==> config.mk <==
export PLATFORM = sky130hd
export DESIGN_NAME = calf_inject_ctrl
export DESIGN_NICKNAME = d
export VERILOG_FILES = /design/src/rtl/calf_inject_ctrl_pkg.sv /design/src/rtl/calf_inj_fifo.sv /design/src/rtl/calf_inject_ctrl.sv
export SDC_FILE = /design/constraint.sdc
export NUM_CORES = 1
export LEC_CHECK = 0
export ABC_AREA = 1
export ABC_CLOCK_PERIOD_IN_PS = 10620
export BUFFER_PORTS_ARGS = -buffer_cell sky130_fd_sc_hd__buf_2
export CAP_MARGIN = 20
export CORE_MARGIN = 2
export CORE_UTILIZATION = 34
export DETAILED_ROUTE_END_ITERATION = 7
export MAX_ROUTING_LAYER = met4
export PLACE_DENSITY_LB_ADDON = 0.25
export SYNTH_ARGS = -nofsm -noshare
export SYNTH_HDL_FRONTEND = slang
export SYNTH_SLANG_ARGS = --single-unit
==> constraint.sdc <==
create_clock -name clk -period 10.62 [get_ports clk]
set_input_delay 0.531 -clock clk [delete_from_list [all_inputs] [get_ports clk]]
set_output_delay 0.531 -clock clk [all_outputs]
set_load 0.03 [all_outputs]
==> src/rtl/calf_inject_ctrl_pkg.sv <==
// Shared flit layout for the CALF local injection port: field offsets and the
// helper that stamps a control field onto an accepted payload.
package calf_inject_ctrl_pkg;

    localparam int CTRL_W      = 144;
    localparam int FLIT_CTRL_W = 16;
    localparam int PAYLOAD_W   = CTRL_W - FLIT_CTRL_W;
    localparam int DST_LSB     = 0;
    localparam int SRC_LSB     = 4;
    localparam int SEQ_LSB     = 8;
    localparam int VALID_BIT   = 11;
    localparam int MSHR_LSB    = 12;
    localparam int PAYLOAD_LSB = FLIT_CTRL_W;
    localparam int SEQ_W       = 3;

    typedef logic [CTRL_W-1:0] flit_t;

    function automatic flit_t make_flit(
        input logic [PAYLOAD_W-1:0] payload,
        input logic [3:0]           mshr,
        input logic [SEQ_W-1:0]     seq,
        input logic [3:0]           src,
        input logic [3:0]           dst
    );
        flit_t f;
        f                              = '0;
        f[PAYLOAD_LSB +: PAYLOAD_W]    = payload;
        f[MSHR_LSB +: 4]               = mshr;
        f[VALID_BIT]                   = 1'b1;
        f[SEQ_LSB +: SEQ_W]            = seq;
        f[SRC_LSB +: 4]                = src;
        f[DST_LSB +: 4]                = dst;
        return f;
    endfunction

endpackage

==> src/rtl/calf_inj_fifo.sv <==
// Injection FIFO for stamped flits; DEPTH must be a power of two (>= 2) so the
// pointers wrap naturally. Accepts a push while full only when a pop happens too.
module calf_inj_fifo
    import calf_inject_ctrl_pkg::*;
#(
    parameter int DEPTH = 4
) (
    input  logic  clk,
    input  logic  rst,
    input  logic  push,
    input  logic  pop,
    input  flit_t din,
    output flit_t head,
    output logic  full,
    output logic  empty
);

    localparam int AW = $clog2(DEPTH);

    logic [AW-1:0] wr_ptr_q, wr_ptr_d;
    logic [AW-1:0] rd_ptr_q, rd_ptr_d;
    logic [AW:0]   count_q, count_d;
    logic          push_ok, pop_ok;
    flit_t         mem_q [DEPTH];

    assign full  = (count_q == (AW+1)'(DEPTH));
    assign empty = (count_q == '0);
    assign head  = mem_q[rd_ptr_q];

    always_comb begin
        pop_ok   = pop & ~empty;
        push_ok  = push & (~full | pop_ok);
        wr_ptr_d = wr_ptr_q;
        rd_ptr_d = rd_ptr_q;
        count_d  = count_q;
        if (push_ok) wr_ptr_d = wr_ptr_q + 1'b1;
        if (pop_ok)  rd_ptr_d = rd_ptr_q + 1'b1;
        case ({push_ok, pop_ok})
            2'b10:   count_d = count_q + 1'b1;
            2'b01:   count_d = count_q - 1'b1;
            default: count_d = count_q;
        endcase
    end

    always_ff @(posedge clk or negedge rst) begin
        if (!rst) begin
            wr_ptr_q <= '0;
            rd_ptr_q <= '0;
            count_q  <= '0;
        end else begin
            wr_ptr_q <= wr_ptr_d;
            rd_ptr_q <= rd_ptr_d;
            count_q  <= count_d;
        end
    end

    // Storage needs no reset: an empty count masks stale entries downstream.
    always_ff @(posedge clk) begin
        if (push_ok) mem_q[wr_ptr_q] <= din;
    end

endmodule

==> src/rtl/calf_inject_ctrl.sv <==
// Local-port injection controller: round-robin grant among requesters, control
// field stamping, FIFO toward the router, and an injection starvation flag.
module calf_inject_ctrl
    import calf_inject_ctrl_pkg::*;
#(
    parameter int NREQ         = 4,
    parameter int DEPTH        = 4,
    parameter int STARVE_LIMIT = 15
) (
    input  logic                   clk,
    input  logic                   rst,
    input  logic [3:0]             node_id,
    input  logic [NREQ-1:0]        req,
    input  logic [4*NREQ-1:0]      req_dst,
    input  logic [4*NREQ-1:0]      req_mshr,
    input  logic [128*NREQ-1:0]    req_data,
    output logic [NREQ-1:0]        gnt,
    output logic [CTRL_W-1:0]      port4_ci,
    input  logic                   port4_ready,
    input  logic                   port4_ack,
    output logic                   fifo_full,
    output logic                   starve,
    output logic [15:0]            inj_count
);

    localparam int PTR_W = $clog2(NREQ);
    localparam int SW    = $clog2(STARVE_LIMIT + 1);

    logic [PTR_W-1:0] rr_ptr_q, rr_ptr_d;
    logic [SEQ_W-1:0] seq_q, seq_d;
    logic [SW-1:0]    starve_cnt_q, starve_cnt_d;
    logic [15:0]      inj_count_q, inj_count_d;

    logic  fifo_empty;
    logic  pop, push, space, hit;
    int    sel, cand;
    flit_t fifo_head, push_flit;

    assign pop = ~fifo_empty & port4_ready & port4_ack;
    // Reset is folded in so no grant is ever shown while the block is held.
    assign space = rst & (~fifo_full | pop);

    always_comb begin
        gnt  = '0;
        sel  = 0;
        cand = 0;
        hit  = 1'b0;
        if (space) begin
            for (int k = 0; k < NREQ; k++) begin
                cand = int'(rr_ptr_q) + k;
                if (cand >= NREQ) cand = cand - NREQ;
                if (!hit && req[cand]) begin
                    hit       = 1'b1;
                    sel       = cand;
                    gnt[cand] = 1'b1;
                end
            end
        end
    end

    assign push = hit;

    always_comb begin
        push_flit = make_flit(req_data[sel*PAYLOAD_W +: PAYLOAD_W],
                              req_mshr[sel*4 +: 4], seq_q, node_id,
                              req_dst[sel*4 +: 4]);

        rr_ptr_d = rr_ptr_q;
        if (hit) rr_ptr_d = (sel == NREQ-1) ? '0 : PTR_W'(sel + 1);

        seq_d = seq_q;
        if (push) seq_d = seq_q + 1'b1;

        inj_count_d = inj_count_q;
        if (pop) inj_count_d = inj_count_q + 16'd1;

        starve_cnt_d = starve_cnt_q;
        if (fifo_empty || pop)
            starve_cnt_d = '0;
        else if (starve_cnt_q != SW'(STARVE_LIMIT))
            starve_cnt_d = starve_cnt_q + 1'b1;
    end

    always_ff @(posedge clk or negedge rst) begin
        if (!rst) begin
            rr_ptr_q     <= '0;
            seq_q        <= '0;
            starve_cnt_q <= '0;
            inj_count_q  <= '0;
        end else begin
            rr_ptr_q     <= rr_ptr_d;
            seq_q        <= seq_d;
            starve_cnt_q <= starve_cnt_d;
            inj_count_q  <= inj_count_d;
        end
    end

    calf_inj_fifo #(
        .DEPTH (DEPTH)
    ) u_fifo (
        .clk   (clk),
        .rst   (rst),
        .push  (push),
        .pop   (pop),
        .din   (push_flit),
        .head  (fifo_head),
        .full  (fifo_full),
        .empty (fifo_empty)
    );

    assign port4_ci  = fifo_empty ? '0 : fifo_head;
    assign starve    = (starve_cnt_q == SW'(STARVE_LIMIT));
    assign inj_count = inj_count_q;

endmodule

---- Word level (Yosys, flattened, before mapping) ----
Memory sizes are Yosys's and may differ from the RTL's.
Cells that the tools add are included.
storage, ports and cells
  flip-flop bits (word level) ............. 32
  RAM bits ................................ 572
  output and inout port bits .............. 166
  logic and storage cells ................. 126
  memories ................................ 1
memories
  memory        depth  width  rd ports  clocked after Yosys merged registers in  write ports  RTL line             source
  u_fifo.mem_q  4      143    1         0                                        1            calf_inj_fifo.sv:24  flit_t mem_q [DEPTH];
cells by class
  add/subtract/negate cells ............... 15
  $lt $le $gt $ge ......................... 12
  eq/ne operators ......................... 6
  shift-type cells ........................ 3
  multiplexer cells ....................... 56
  bitwise gates (word level) .............. 12
  reductions and logical operators ........ 14
operators by type and width
  cell                                                   count
  variable part select 512 x 32 -> 128 bit               1
  2-to-1 mux 32 bit                                      13
  2-to-1 mux 144 bit                                     1
  >= comparator 32 x 1 -> 1 bit (second input constant)  4
  < comparator 32 x 4 -> 1 bit (second input constant)   4
  variable part select 16 x 32 -> 4 bit                  2
  2-to-1 mux 4 bit                                       10
  == test 32 x 3 -> 1 bit (second input constant)        1
  2-to-1 mux 1 bit                                       22
  adder 16 x 1 -> 16 bit (second input constant)         1
  bitwise OR 4 bit                                       3
  subtractor 3 x 3 -> 4 bit (second input constant)      3
  >= comparator 3 bit (second input constant)            3
  binary-select mux 1 bit (select 2 bit)                 4
  demux 1 bit (select 2 bit)                             4
  logical AND 1 bit                                      7
  adder 2 x 2 -> 3 bit (second input constant)           2
  adder 3 x 1 -> 3 bit (second input constant)           2
  one-hot mux 3 bit (2 select lines)                     1
  AND 1 bit                                              5
  adder 2 x 1 -> 2 bit (second input constant)           2
  adder 4 x 1 -> 4 bit (second input constant)           1
  == test 4 bit (second input constant)                  1
  inequality test 4 bit (second input constant)          1
  other kinds (15)                                       20

---- Longest topological paths before layout ----
  depth after elaboration ................. 27
  gate-level depth with buffers ........... 17

---- Modules after synthesis ----
From an unflattened synthesis, not the netlist that was laid out.
second synthesis, totals
  cell total of the unflattened synthesis .. 3608
  area total of the unflattened synthesis .. 31880.6 sq um
by module, submodules not included
  module            instances  cells each  area each (sq um)  sequential area each (sq um)
  calf_inj_fifo     1          1599        22007.4            17471.8
  calf_inject_ctrl  1          2009        9873.2             625.6

---- Worst setup path before layout ----
No wires, ideal clock.
  path kind ............................... reg2reg
  start ................................... register rr_ptr_q[1]
  end ..................................... memory u_fifo.mem_q[0][0] in the netlist's numbering (enable)
  setup time .............................. 647 ps
  data arrival time ....................... 7685 ps
  data required time ...................... 9973 ps
  path slack .............................. 2288 ps
  cell stages (with the launch flop) ...... 12
  path buffers ............................ 1
  cell sequence ........................... dfrtp_1 > inv_2 > ha_1 > inv_1 > nand3_1 > nand2_4 > inv_1 > nor3_1 > nand3_1 > nand2_1 > buf_2 > nor2_1
on the way
  longest elaborated chain between the ends .. 23
  elaborated cells on any way between the ends .. 48
  those cells by class .................... 7 x add/sub; 4 x order compare; 30 x mux; 1 x bitwise; 6 x reduce/logical
RTL lines
  what                                                                              RTL line                source
  start: declaration                                                                calf_inject_ctrl.sv:29  logic [PTR_W-1:0] rr_ptr_q, rr_ptr_d;
  start signal: assignment                                                          calf_inject_ctrl.sv:91  rr_ptr_q <= rr_ptr_d;
  subtractor 2 x 3 -> 4 bit / >= comparator 2 x 3 -> 1 bit (equally long branches)  calf_inject_ctrl.sv:51  if (cand >= NREQ) cand = cand - NREQ;
  2-to-1 mux 32 bit                                                                 calf_inject_ctrl.sv:51
  2-to-1 mux 32 bit                                                                 calf_inject_ctrl.sv:48  if (space) begin
  binary-select mux 1 bit (select 2 bit)                                            calf_inject_ctrl.sv:52  if (!hit && req[cand]) begin
  2-to-1 mux 1 bit (implied by the code) (2 in series)                              calf_inject_ctrl.sv:52
  2-to-1 mux 1 bit                                                                  calf_inject_ctrl.sv:52
  2-to-1 mux 1 bit                                                                  calf_inject_ctrl.sv:48
  zero test 1 bit                                                                   calf_inject_ctrl.sv:52
  (+6 left out)                                                                     --
  2-to-1 mux 1 bit                                                                  calf_inject_ctrl.sv:48
  zero test 1 bit                                                                   calf_inject_ctrl.sv:52
  logical AND 1 bit                                                                 calf_inject_ctrl.sv:52
  2-to-1 mux 1 bit (*)                                                              calf_inject_ctrl.sv:52
  2-to-1 mux 1 bit (*)                                                              calf_inject_ctrl.sv:48
  AND 1 bit (*)                                                                     calf_inj_fifo.sv:32     push_ok = push & (~full | pop_ok);
  2-to-1 mux 1 bit (*)                                                              calf_inj_fifo.sv:59     if (push_ok) mem_q[wr_ptr_q] <= din;
  2-to-1 mux 1 bit (implied by the code) (*)                                        calf_inj_fifo.sv:59
  end: declaration                                                                  calf_inj_fifo.sv:24
Mark *: on every way between the ends. The rest lies on a longest branch, timed or not. The select of a mux whose other input is x is not followed.

---- Worst setup path in the final report ----
  start ................................... register rr_ptr_q[0]
  end ..................................... memory u_fifo.mem_q[0][120] in the netlist's numbering, data pin
on the way
  longest elaborated chain between the ends .. 21
  elaborated cells on any way between the ends .. 49
  those cells by class .................... 7 x add/sub; 4 x order compare; 1 x shift; 31 x mux; 6 x reduce/logical
RTL lines
  what                                                                              RTL line                source
  subtractor 2 x 3 -> 4 bit / >= comparator 2 x 3 -> 1 bit (equally long branches)  calf_inject_ctrl.sv:51
  2-to-1 mux 32 bit                                                                 calf_inject_ctrl.sv:51
  2-to-1 mux 32 bit                                                                 calf_inject_ctrl.sv:48
  binary-select mux 1 bit (select 2 bit)                                            calf_inject_ctrl.sv:52
  2-to-1 mux 1 bit (implied by the code) (2 in series)                              calf_inject_ctrl.sv:52
  2-to-1 mux 1 bit                                                                  calf_inject_ctrl.sv:52
  2-to-1 mux 1 bit                                                                  calf_inject_ctrl.sv:48
  zero test 1 bit                                                                   calf_inject_ctrl.sv:52
  (+5 left out)                                                                     --
  2-to-1 mux 1 bit                                                                  calf_inject_ctrl.sv:52
  2-to-1 mux 1 bit                                                                  calf_inject_ctrl.sv:48
  zero test 1 bit                                                                   calf_inject_ctrl.sv:52
  logical AND 1 bit                                                                 calf_inject_ctrl.sv:52
  2-to-1 mux 32 bit (*)                                                             calf_inject_ctrl.sv:52
  2-to-1 mux 32 bit (*)                                                             calf_inject_ctrl.sv:48
  variable part select 512 x 32 -> 128 bit (*)                                      calf_inject_ctrl.sv:64  push_flit = make_flit(req_data[sel*PAYLOAD_W +: PAYLOAD_W],
  via push_flit[121]                                                                calf_inject_ctrl.sv:37  flit_t fifo_head, push_flit;
Mark *: on every way through the listed nets, which the timed path passes. The rest lies on a longest branch. The select of a mux whose other input is x is not followed.

==> results by group <==
Global route
  • Gr ovfl total: 0
  • Initial antenna violation count: 16
  • Gr usage total: 25.1%
  • Number of global-route vias before repair: 26,041
  • First-pass GRT wire length: 172,000 um
  • Largest net degree at the start of global routing: 180

Power and ir drop
  • Sw frac: 49.6%
  • Power per cell area: 369 nW/um^2
  • Leakage: 16.9 nW
  • Int Power: 7.10 mW
  • Gate power share: 53.2%
  • Worst ir drop on vdd: 0.363 mV
  • Share of power burned in registers: 30.1%
  • Clock power share: 16.7%
  • Net Sw Power: 7.01 mW
  • Pwr Total: 14.1 mW

Final layout
  • Layout cells sized above 1: 20.9%
  • Fill cells: 9,286
  • Nets: 4,734
  • Final core occ: 41.6%
  • Most frequent cells in the layout: 721 x buf_2, 592 x nor2_1, 582 x inv_1
  • Most common cell after layout, fill and taps aside: buf_2
  • Post-Layout Cell Count: 5,469
  • Syn-to-layout area delta: 20.9%

Critical path
  • Data arrival, critical path: 5640 ps
  • Worst path max stage delay: 880 ps
  • Crit path max-delay family: simple AND/OR/NAND/NOR gates
  • Slowest-stage cell, CP: nand3_4
  • CP bufs+invs: 3
  • WP data required: 10,960 ps
  • R2R depth: 13
  • Worst Path Max Fanout: 123
  • Levels on crit path: 13
  • CP Launch Type: flop
  • Setup CP Type: reg2reg
  • Critical-path cell list: inv_2, ha_1, inv_1, nand3_1, nand2_4, nor2_2, nor2_1, nand2_8, nand3_4, buf_4, nand2_1, nand3_1, a21oi_1
  • Critical Path Most Common Cell: nand3_1
  • Crit path capture type: flop

Drt
  • Routed wire per std cell: 22.3 um
  • Residual DRC: 0
  • Via count: 28,345
  • Iter 0 DRT Violations: 3,053
  • First-pass iteration count of the detailed router: 7
  • Vias per inst: 5.18
  • DRT Wirelength: 122,000 um
  • ANT nets after route: 0

Flow run
  • # Max-Cap Violations: 0

Die
  • Top-Level Pins: 722
  • CORE AREA: 91,900 um^2
  • Die H: 309 um
  • Die footprint: 95,600 um^2
  • Row cnt: 111
  • Initial core utilization: 34.4%
  • Chip width: 309 um

STA
  • Fmax: 188 MHz
  • Final Max Tran Viols: 0
  • Post-route clock skew: 12.7 ps
  • Fin Setup TNS: 0 ps
  • Final worst path period need: 5310 ps
  • Unrepaired setup endpoints after global routing: false
  • Final Hold Viols: 0
  • Max-Slew Margin vs Limit: 25.2%
  • Final setup fails: 0
  • Fin crit share: 50.0%
  • Setup ws final: 5310 ps
  • Worst-margin pin slew: 1120 ps

Hold path
  • Min-delay worst type: in2reg
  • Hold depth: 1

Run status
  • Status: finished clean

Yosys
  • Synth cell types: 36
  • Mean Syn Cell Area: 8.76 um^2
  • EDFF count, synth: 572
  • Synth Register Bits: 604
  • Post-synthesis instance total: 3,613
  • Synth area leader: edfxtp_1
  • Top area cells in the synthesized netlist: edfxtp_1 54%, nor2_1 7.1%, inv_1 6.9%, nand4_1 5.5%, o21ai_0 4.6%
  • Synth Net Count: 4,187
  • Post-synthesis cell area: 31,700 um^2
  • Warnings, synthesis: 0
  • Sequential fraction of the synthesis area: 56.8%
  • Post-synth top area share: 54.2%
  • Post-synth ARST share: 5.30%
  • Main synth FF type: edfxtp_1

Place
  • Post-Place Cells: 5,329
  • Dpl hpwl: 80,300 um
  • Number of port buffers: 721
  • Pre-CTS setup slack: 5430 ps
  • RD Place Congestion: 0.929

CTS
  • Hold buffers post-CTS: 1
  • CTS root buf: clkbuf_16
  • Post-CTS Resized: 0
  • H-Tree Depth: 3
  • Clk_lat worst skew: 600 ps
  • Num CTS Buffers: 70
  • Post-CTS setup buffer count: 0
  • Clock slew at reported path FFs: 60 ps
  • Sinks on Clock Net: 604
  • Clock buffer depth: 3
  • CTS tree: done
-- Yosys cell counts, types with 2 or more instances --
master / instances
a21oi_1: 286
a211oi_1: 2
xor2_1: 11
buf_2: 94
inv_2: 6
xnor2_1: 9
clkbuf_1: 128
o21ai_0: 294
buf_4: 13
nand2_4: 3
a22oi_1: 2
o21ai_1: 2
ha_1: 17
buf_1: 35
nor3_1: 4
o22ai_1: 3
buf_6: 6
edfxtp_1: 572
inv_1: 582
nand4_1: 279
nand2_1: 333
nand3_1: 289
nor2_1: 596
nand3_2: 4
dfrtp_1: 32
-- state kept, by name (all words and copies together), names as in the netlist --
name,flops
u_fifo.mem_q,572
inj_count,16
starve_cnt_q,4
seq_q,3
u_fifo.count_q,3
rr_ptr_q,2
u_fifo.rd_ptr_q,2
u_fifo.wr_ptr_q,2
-- worst reg2reg max path, delay by kind of cell, from the launching register on --
kind	cells	cell delay, ps
buffers and inverters	3	1040
AOI/OAI and AO/OA	1	480
adders and majority gates	1	410
and+or+nand+nor	8	2400
DFF	1	710
-- power groups by stage --
stage	clock network, mW	logic (mW)	registers (mW)
2_1_floorplan	0	4.84	4.30
3_3_place_gp	0	7.48	4.28
3_5_place_dp	0	7.52	4.29
4_1_cts	2.39	7.54	4.25
5_1_grt	2.48	8.09	4.31
6_report	2.35	7.51	4.25
-- area by class of cell --
type	instances	area, um^2	share of cell area (%)
diodes	13	32.5	0.0850
clock inverters	46	429	1.12
clock buffers	79	1810	4.72
flip-flops and latches	604	18000	47.0
multi-input cells	2143	10300	26.9
well taps	1243	1560	4.06
repair buffers	751	3930	10.3
inverters	590	2240	5.86
-- worst paths after layout --
path	startpoint	endpoint	slack, ps
worst max-delay path	rr_ptr_q[0]	u_fifo.mem_q[0][120]	5310
worst min-delay path	node_id[3]	u_fifo.mem_q[3][7]	160
worst max register to register	rr_ptr_q[0]	u_fifo.mem_q[0][120]	5310
worst min register to register	inj_count[15]	inj_count[15]	490
max in group asynchronous	rst	u_fifo.rd_ptr_q[1]	9550
min in group asynchronous	rst	inj_count[15]	530
-- layer usage --
layer	vias to the layer above	routed length, um	track usage (%)
met1	13635	49900	32.3
li1	13227	-	-
met4	0	3940	8.52
met2	1308	58000	40.0
met5	-	0	-
met3	175	9880	4.47
-- cells by family (layout without fill, tap and decap cells) --
group	Yosys count	count (layout)	share of synthesized area (%)
adders and majority gates	18	18	0.735
buffers and inverters	866	1466	10.9
and+or+nand+nor	1514	1514	21.6
DFF	604	604	56.8
xor gates and xnor gates	20	20	0.553
other	0	13	0
AOI/OAI and AO/OA	591	591	9.40
-- through the flow --
stage | hold slack, ps | instance area (um^2)
3_5_place_dp | 484 | 36000
2_1_floorplan | 235 | 31700
4_1_cts | 114 | 38200
3_3_place_gp | 480 | 36000
5_1_grt | 146 | 38300
6_report | 159 | 38300
No activity file was read; power rests on OpenSTA's default activity.
